File: config.mk
export PLATFORM = sky130hd
export DESIGN_NAME = mem_arbiter
export DESIGN_NICKNAME = d
export VERILOG_FILES = /design/src/rtl/mem_arbiter.sv
export SDC_FILE = /design/constraint.sdc
export NUM_CORES = 1
export LEC_CHECK = 0
export CAP_MARGIN = 20
export CORE_ASPECT_RATIO = 2
export CORE_UTILIZATION = 34
export DETAILED_ROUTE_END_ITERATION = 10
export HOLD_SLACK_MARGIN = 0.03
export PLACE_DENSITY = 0.87
export SLEW_MARGIN = 25
export SYNTH_ARGS = -nofsm -noshare
export SYNTH_HDL_FRONTEND = slang
export SYNTH_SLANG_ARGS = --single-unit
export TNS_END_PERCENT = 20
File: constraint.sdc
create_clock -name CLK -period 1.77 [get_ports CLK]
set_input_delay 0.354 -clock CLK [delete_from_list [all_inputs] [get_ports CLK]]
set_output_delay 0.354 -clock CLK [all_outputs]
set_load 0.02 [all_outputs]
File: src/rtl/mem_arbiter.sv
// -----------------------------------------------------------------------------
// mem_arbiter
//
// Shares one RAM port between the instruction-fetch requester and the
// data-memory requester. One request is granted at a time from IDLE and is
// latched; the RAM request is then held until the RAM reports ACCESS. RAM
// ERROR responses are re-issued a bounded number of times, each grant is
// bounded by a timeout, and a starvation counter guarantees fetch progress
// while data traffic is continuous.
//
// Ports
//   CLK, nRST            clock (rising edge), asynchronous active-low reset
//   iREN, iaddr          instruction read request / address
//   iload, iwait         instruction read data / stall
//   dREN, dWEN           data read / write request (mutually exclusive)
//   daddr, dstore        data address / write value
//   dload, dwait         data read data / stall
//   ramREN, ramWEN       RAM read / write enable
//   ramaddr, ramstore    RAM address / write data
//   ramload, ramstate    RAM read data / status (FREE, BUSY, ACCESS, ERROR)
//   err                  sticky flag: timeout or retries exhausted
// -----------------------------------------------------------------------------
module mem_arbiter #(
  parameter int TIMEOUT      = 255,
  parameter int MAX_RETRY    = 3,
  parameter int STARVE_LIMIT = 4
) (
  input  logic        CLK,
  input  logic        nRST,
  input  logic        iREN,
  input  logic [31:0] iaddr,
  output logic [31:0] iload,
  output logic        iwait,
  input  logic        dREN,
  input  logic        dWEN,
  input  logic [31:0] daddr,
  input  logic [31:0] dstore,
  output logic [31:0] dload,
  output logic        dwait,
  output logic        ramREN,
  output logic        ramWEN,
  output logic [31:0] ramaddr,
  output logic [31:0] ramstore,
  input  logic [31:0] ramload,
  input  logic [1:0]  ramstate,
  output logic        err
);

  localparam int TW = $clog2(TIMEOUT + 1);
  localparam int RW = $clog2(MAX_RETRY + 1);
  localparam int SW = $clog2(STARVE_LIMIT + 1);

  localparam logic [1:0] RAM_ACCESS = 2'd2;
  localparam logic [1:0] RAM_ERROR  = 2'd3;

  typedef enum logic [1:0] {
    IDLE  = 2'd0,
    ISERV = 2'd1,
    DSERV = 2'd2
  } state_t;

  state_t        state, state_n;
  logic [31:0]   lat_addr, lat_addr_n;
  logic [31:0]   lat_data, lat_data_n;
  logic          lat_wr, lat_wr_n;      // latched kind: 1 = write, 0 = read
  logic [RW-1:0] retry_cnt, retry_n;
  logic [TW-1:0] tmo_cnt, tmo_n;
  logic [SW-1:0] starve_cnt, starve_n;
  logic          err_n;

  logic          iack, dack;
  logic          req_en;                // enable of the requester in service
  logic          abort;
  logic          retry_out;
  logic          tmo_out;

  // Next-state and output logic.
  // NOTE: every signal gets a default before the case statement, so no path
  // leaves a variable unassigned and no latch is inferred.
  always_comb begin
    state_n    = state;
    lat_addr_n = lat_addr;
    lat_data_n = lat_data;
    lat_wr_n   = lat_wr;
    retry_n    = retry_cnt;
    tmo_n      = tmo_cnt;
    starve_n   = starve_cnt;
    err_n      = err;
    iack       = 1'b0;
    dack       = 1'b0;
    req_en     = (state == ISERV) ? iREN : dREN;
    abort      = 1'b0;
    retry_out  = 1'b0;
    tmo_out    = 1'b0;

    case (state)
      IDLE: begin
        // Data wins a tie unless fetch has already been passed over
        // STARVE_LIMIT times in a row.
        if ((dREN || dWEN) && !(iREN && starve_cnt == SW'(STARVE_LIMIT))) begin
          lat_addr_n = daddr;
          lat_data_n = dstore;
          lat_wr_n   = dWEN;
          starve_n   = iREN ? starve_cnt + SW'(1) : '0;
          state_n    = DSERV;
        end else if (iREN) begin
          lat_addr_n = iaddr;
          lat_wr_n   = 1'b0;
          starve_n   = '0;
          state_n    = ISERV;
        end
      end

      ISERV, DSERV: begin
        // A read whose requester has gone away is dropped silently; a latched
        // write always runs to completion.
        abort     = !lat_wr && !req_en;
        retry_out = (ramstate == RAM_ERROR) && (retry_cnt == RW'(MAX_RETRY));
        // The counter holds the number of earlier service cycles, so this
        // fires in the TIMEOUT-th cycle of the grant.
        tmo_out   = (tmo_cnt == TW'(TIMEOUT - 1));

        if (abort) begin
          retry_n = '0;
          tmo_n   = '0;
          state_n = IDLE;
        end else if (ramstate == RAM_ACCESS) begin
          iack    = (state == ISERV);
          dack    = (state == DSERV);
          retry_n = '0;
          tmo_n   = '0;
          state_n = IDLE;
        end else if (retry_out || tmo_out) begin
          iack    = (state == ISERV);
          dack    = (state == DSERV);
          err_n   = 1'b1;
          retry_n = '0;
          tmo_n   = '0;
          state_n = IDLE;
        end else begin
          tmo_n = tmo_cnt + TW'(1);
          if (ramstate == RAM_ERROR) begin
            retry_n = retry_cnt + RW'(1);
          end
        end
      end

      default: begin
        state_n = IDLE;
      end
    endcase
  end

  // NOTE: state registers use non-blocking assignments so every register
  // samples the pre-edge values regardless of statement order.
  always_ff @(posedge CLK or negedge nRST) begin
    if (!nRST) begin
      state      <= IDLE;
      lat_addr   <= '0;
      lat_data   <= '0;
      lat_wr     <= 1'b0;
      retry_cnt  <= '0;
      tmo_cnt    <= '0;
      starve_cnt <= '0;
      err        <= 1'b0;
    end else begin
      state      <= state_n;
      lat_addr   <= lat_addr_n;
      lat_data   <= lat_data_n;
      lat_wr     <= lat_wr_n;
      retry_cnt  <= retry_n;
      tmo_cnt    <= tmo_n;
      starve_cnt <= starve_n;
      err        <= err_n;
    end
  end

  // Address and write data come straight from the latches, so they hold
  // their last value in IDLE; only the enables depend on the state.
  assign ramaddr  = lat_addr;
  assign ramstore = lat_data;
  assign ramREN   = (state != IDLE) && !lat_wr;
  assign ramWEN   = (state != IDLE) && lat_wr;

  assign iwait = iREN && !iack;
  assign dwait = (dREN || dWEN) && !dack;
  assign iload = ramload;
  assign dload = ramload;

endmodule

==> impl_summary.log <==
[metrics] aggregate global routing overflow: 0
[metrics] number of H-tree levels: 3
[metrics] part of the total power dissipated in the clock network: 18.7%
[metrics] clk root buf: sky130_fd_sc_hd__clkbuf_16
[metrics] CTS Buf Count: 9
[metrics] instance count of the mapped netlist: 378
[metrics] maximum capacitance violations: 0
[metrics] cell area after synthesis: 4320 um2
[metrics] setup repair after global routing missed its margin: yes
[metrics] number of buffers on the longest clock path: 2
[metrics] drt first-iter violations: approximately 150
[metrics] nets: 670
[metrics] max-slew violations: 0
[metrics] Max-Slew Margin vs Limit: 70.7%
[metrics] number of buffers and inverters on the critical path: 2
[metrics] violations in the final reports: negative setup slack
[metrics] sink count of the clock tree: 81
[metrics] sequential cell fraction of total power: a little over a quarter
[metrics] Layout Area Growth over Synthesis: 54.3%
[metrics] final critical-path share of the clock period: 120%
[metrics] initial antenna violation count: 0
[metrics] worst path cell trace: inv_2 -> ha_4 -> mux2_4 -> o21a_4 -> a31oi_4 -> buf_6
[metrics] LEAKAGE: between 2 and 3 nW
[metrics] internal power of the cells: between 7 and 8 mW
[metrics] status: finished with violations
[metrics] RD Place Congestion: 0.797
[metrics] number of distinct standard cells referenced by the synthesized netlist: 36
[metrics] worst clock skew: 0.00708 ns
[metrics] power spent charging and discharging nets: about 4.4 mW
[metrics] antenna cell count: 0
[metrics] number of global-route vias before repair: about 3800
[metrics] most common cell after layout, fill and taps aside: sky130_fd_sc_hd__clkdlybuf4s50_1
[metrics] io pins: ~270
[metrics] effective utilization at floorplan: between 30% and 40%
[metrics] highest net fanout along the worst path: 2
[metrics] critical path start-end classification: register to output pin
[metrics] per-cell via count in the routed design: slightly above 5
[metrics] CP peak stage delay: 0.41 ns
[metrics] setup ws final: -0.353 ns
[metrics] placed instance count: 655
[metrics] beginning of the critical path: state[1]
[metrics] first-pass GRT wire length: approximately 19000 um
[metrics] Post-DRT Antenna Nets: 0
[metrics] reg-to-reg setup timing slack: -0.26 ns
[metrics] launching point of the worst reg2reg path: state[1]
[metrics] Worst path slowest cell: sky130_fd_sc_hd__dfrtp_1
[metrics] largest net degree at the start of global routing: 82
[metrics] Hold Path Class: input port to asynchronous set/reset pin
[metrics] total half-perimeter wirelength after legalization and detailed placement: 9130 um
[metrics] Post-Route Utilization: a little over half
[metrics] pwr dens: between 1500 and 2000 nW/um2
[metrics] die boundary height: approximately 160 um
[metrics] commonest cells after routing, fill and taps aside: sky130_fd_sc_hd__clkdlybuf4s50_1, sky130_fd_sc_hd__dfrtp_1, sky130_fd_sc_hd__buf_4
[metrics] Worst Reg-to-Reg Cells: 8
[metrics] Non-Filler Instances: approximately 680
[metrics] filler instances: 1027
[metrics] f_max: roughly 0.47 GHz
[metrics] TritonCTS clock tree: built
[metrics] switching share of power: about 36%
[metrics] area share of the largest cell type after synthesis: a little under half
[metrics] final setup violating endpoints: 14
[metrics] clock transition time at the flip-flop clock pins of the worst setup and hold paths: approximately 0.060 ns
[metrics] total via count in the routed design: about 3500
[metrics] count of unresolved DRC violations after routing: 0
[metrics] Clock Latency Late Sink: between 0.3 and 0.4 ns
[metrics] critical path required time: between 1 and 1.5 ns
[metrics] Final Hold Vio Count: 0
[metrics] endpoint kind of the worst setup timing path: output pin
[metrics] worst path arrival time: 1.77 ns
[metrics] proportion of synthesized chip area in sequential cells: between 40% and 50%
[metrics] Worst Tran Pin Value: 0.439 ns
[metrics] layout cell share with drive strength beyond 1: around a quarter
[metrics] count of input and output buffers: about 170
[metrics] die footprint: 13200 um2
[metrics] Peak supply drop: 0.921 mV
[metrics] num rows: between 50 and 60
[metrics] crit start category: register
[metrics] R2R Path End: retry_cnt[1]
[metrics] flip-flop and latch count after synthesis: 81
[metrics] Synth Net Count: about 520
[metrics] cell type group with the largest total delay on the critical path: flip-flops
[metrics] cell type contributing the most total cell area after synthesis: sky130_fd_sc_hd__dfrtp_1
[metrics] WL/cell: just under 20 um
[metrics] Synthesis Warnings: 0
[metrics] Avg Cell Area, Syn: 11.4 um2
[metrics] Core ar.: about 12000 um2
[metrics] overall power after layout: 12.1 mW
[metrics] GRT Util Overall: around 20%
[metrics] DRT Pass-1 Iters: 4
[metrics] total wire length: 13200 um
[metrics] pre-CTS worst setup slack: -0.648 ns
[metrics] Synth area leaders: sky130_fd_sc_hd__dfrtp_1, sky130_fd_sc_hd__buf_4, sky130_fd_sc_hd__mux2_4
[metrics] combinational share of power: 54.7%
[metrics] crit path time final: roughly 2.1 ns
[metrics] horizontal die dimension: 81.7 um
## cell families after synthesis
family,after synthesis,synth area share [%]
AO/OA/AOI/OAI,65,10.2
adder cells (fa/ha/maj),8,2.32
buffers and inverters,93,14.8
flip-flops,81,46.9
multiplexers,67,19.0
AND/OR/NAND/NOR,64,6.83
## layer usage
metal	part of all wire (%)	track usage, %	vias up
met3	7.9	5.31	123
met5	0	0	-
met4	10	18.7	0
met2	53	36.2	180
li1	-	-	1537
met1	28	16.3	1622
## worst reg2reg max path: cells and delay by family, from the launching register on
kind	cells	cell delay, ns
adder cells (fa/ha/maj)	1	0.15
buffers and inverters	3	0.35
flip-flops	1	0.41
multiplexers	2	0.57
AND/OR/NAND/NOR	2	0.43
## power groups by stage
stage	clock network (mW)	registers [mW]	logic (mW)
finish	2.26	3.21	6.62
floorplan	0	4.10	2.39
detailed placement	0	3.21	5.86
global route	2.38	3.32	7.01
global placement	0	3.17	5.67
CTS	2.30	3.21	6.26
## metrics by stage
stage	setup TNS [ns]	area, um2	hold WS [ns]
floorplan	0	4340	0.0584
global placement	-22.74	5990	0.408
detailed placement	-26.61	5990	0.420
CTS	-2.18	6510	0.0560
global route	-3.01	6670	0.0778
finish	-2.21	6670	0.0479
## final cells by class
cell class,count,area [um2],area share [%]
Inverter,12,47.5,0.713
Clock buffer,10,229,3.43
Multi-Input combinational cell,204,1840,27.6
Sequential cell,81,2030,30.4
Clock inverter,5,129,1.93
Timing Repair Buffer,219,2210,33.1
Tap cell,147,184,2.76
## cells in the mapped netlist
| cell type | count |
|---|---|
| sky130_fd_sc_hd__dfrtp_1 | 81 |
| sky130_fd_sc_hd__nor2_2 | 1 |
| sky130_fd_sc_hd__nor3_1 | 1 |
| sky130_fd_sc_hd__mux2i_1 | 32 |
| sky130_fd_sc_hd__and3_1 | 3 |
| sky130_fd_sc_hd__nand3_1 | 4 |
| sky130_fd_sc_hd__or4_1 | 1 |
| sky130_fd_sc_hd__o31ai_1 | 5 |
| sky130_fd_sc_hd__o2bb2ai_1 | 2 |
| sky130_fd_sc_hd__buf_4 | 68 |
| sky130_fd_sc_hd__ha_1 | 8 |
| sky130_fd_sc_hd__o31ai_2 | 1 |
| sky130_fd_sc_hd__nand2b_1 | 1 |
| sky130_fd_sc_hd__clkbuf_1 | 5 |
| sky130_fd_sc_hd__a21oi_1 | 1 |
| sky130_fd_sc_hd__a32o_1 | 4 |
| sky130_fd_sc_hd__a2bb2oi_4 | 1 |
| sky130_fd_sc_hd__a31oi_1 | 5 |
| sky130_fd_sc_hd__o2bb2ai_2 | 1 |
| sky130_fd_sc_hd__mux2_2 | 7 |
| sky130_fd_sc_hd__a22o_1 | 4 |
| sky130_fd_sc_hd__and2_1 | 2 |
| sky130_fd_sc_hd__a41oi_1 | 1 |
| sky130_fd_sc_hd__o21ai_0 | 37 |
| sky130_fd_sc_hd__a31o_2 | 1 |
| sky130_fd_sc_hd__o311ai_0 | 1 |
| sky130_fd_sc_hd__nand4_1 | 4 |
| sky130_fd_sc_hd__nor2_1 | 5 |
| sky130_fd_sc_hd__buf_6 | 4 |
| sky130_fd_sc_hd__nor2b_1 | 5 |
| sky130_fd_sc_hd__buf_2 | 4 |
| sky130_fd_sc_hd__inv_1 | 12 |
| sky130_fd_sc_hd__nand2_1 | 36 |
| sky130_fd_sc_hd__or2_4 | 1 |
| sky130_fd_sc_hd__o21a_1 | 1 |
| sky130_fd_sc_hd__mux2_4 | 28 |
## worst max-delay path by stage
stage             to  slack [ns]  cells past startpoint
2_1_floorplan  dwait        0.01                      5
4_1_cts        dwait       -0.33                      6
3_5_place_dp   dwait       -0.65                      5
3_3_place_gp   dwait       -0.63                      5
6_report       dwait       -0.35                      6
5_1_grt        dwait       -0.39                      6
## sequential cells by signal (all words and copies together) (netlist names)
signal      cells
retry_cnt       2
starve_cnt      3
lat_wr          1
tmo_cnt         8
ramstore       32
state           2
ramaddr        32
err             1
## what timing repair did
| action | in CTS | in global routing |
|---|---|---|
| hold buffers | 0 | 0 |
| buffers inserted | 3 | 3 |
| setup endpoints to repair | 49 | 67 |
| pin swaps | 6 | 11 |
| gates cloned | 2 | 1 |
| resized for setup | 43 | 28 |
(Power assumes the default switching activity.)
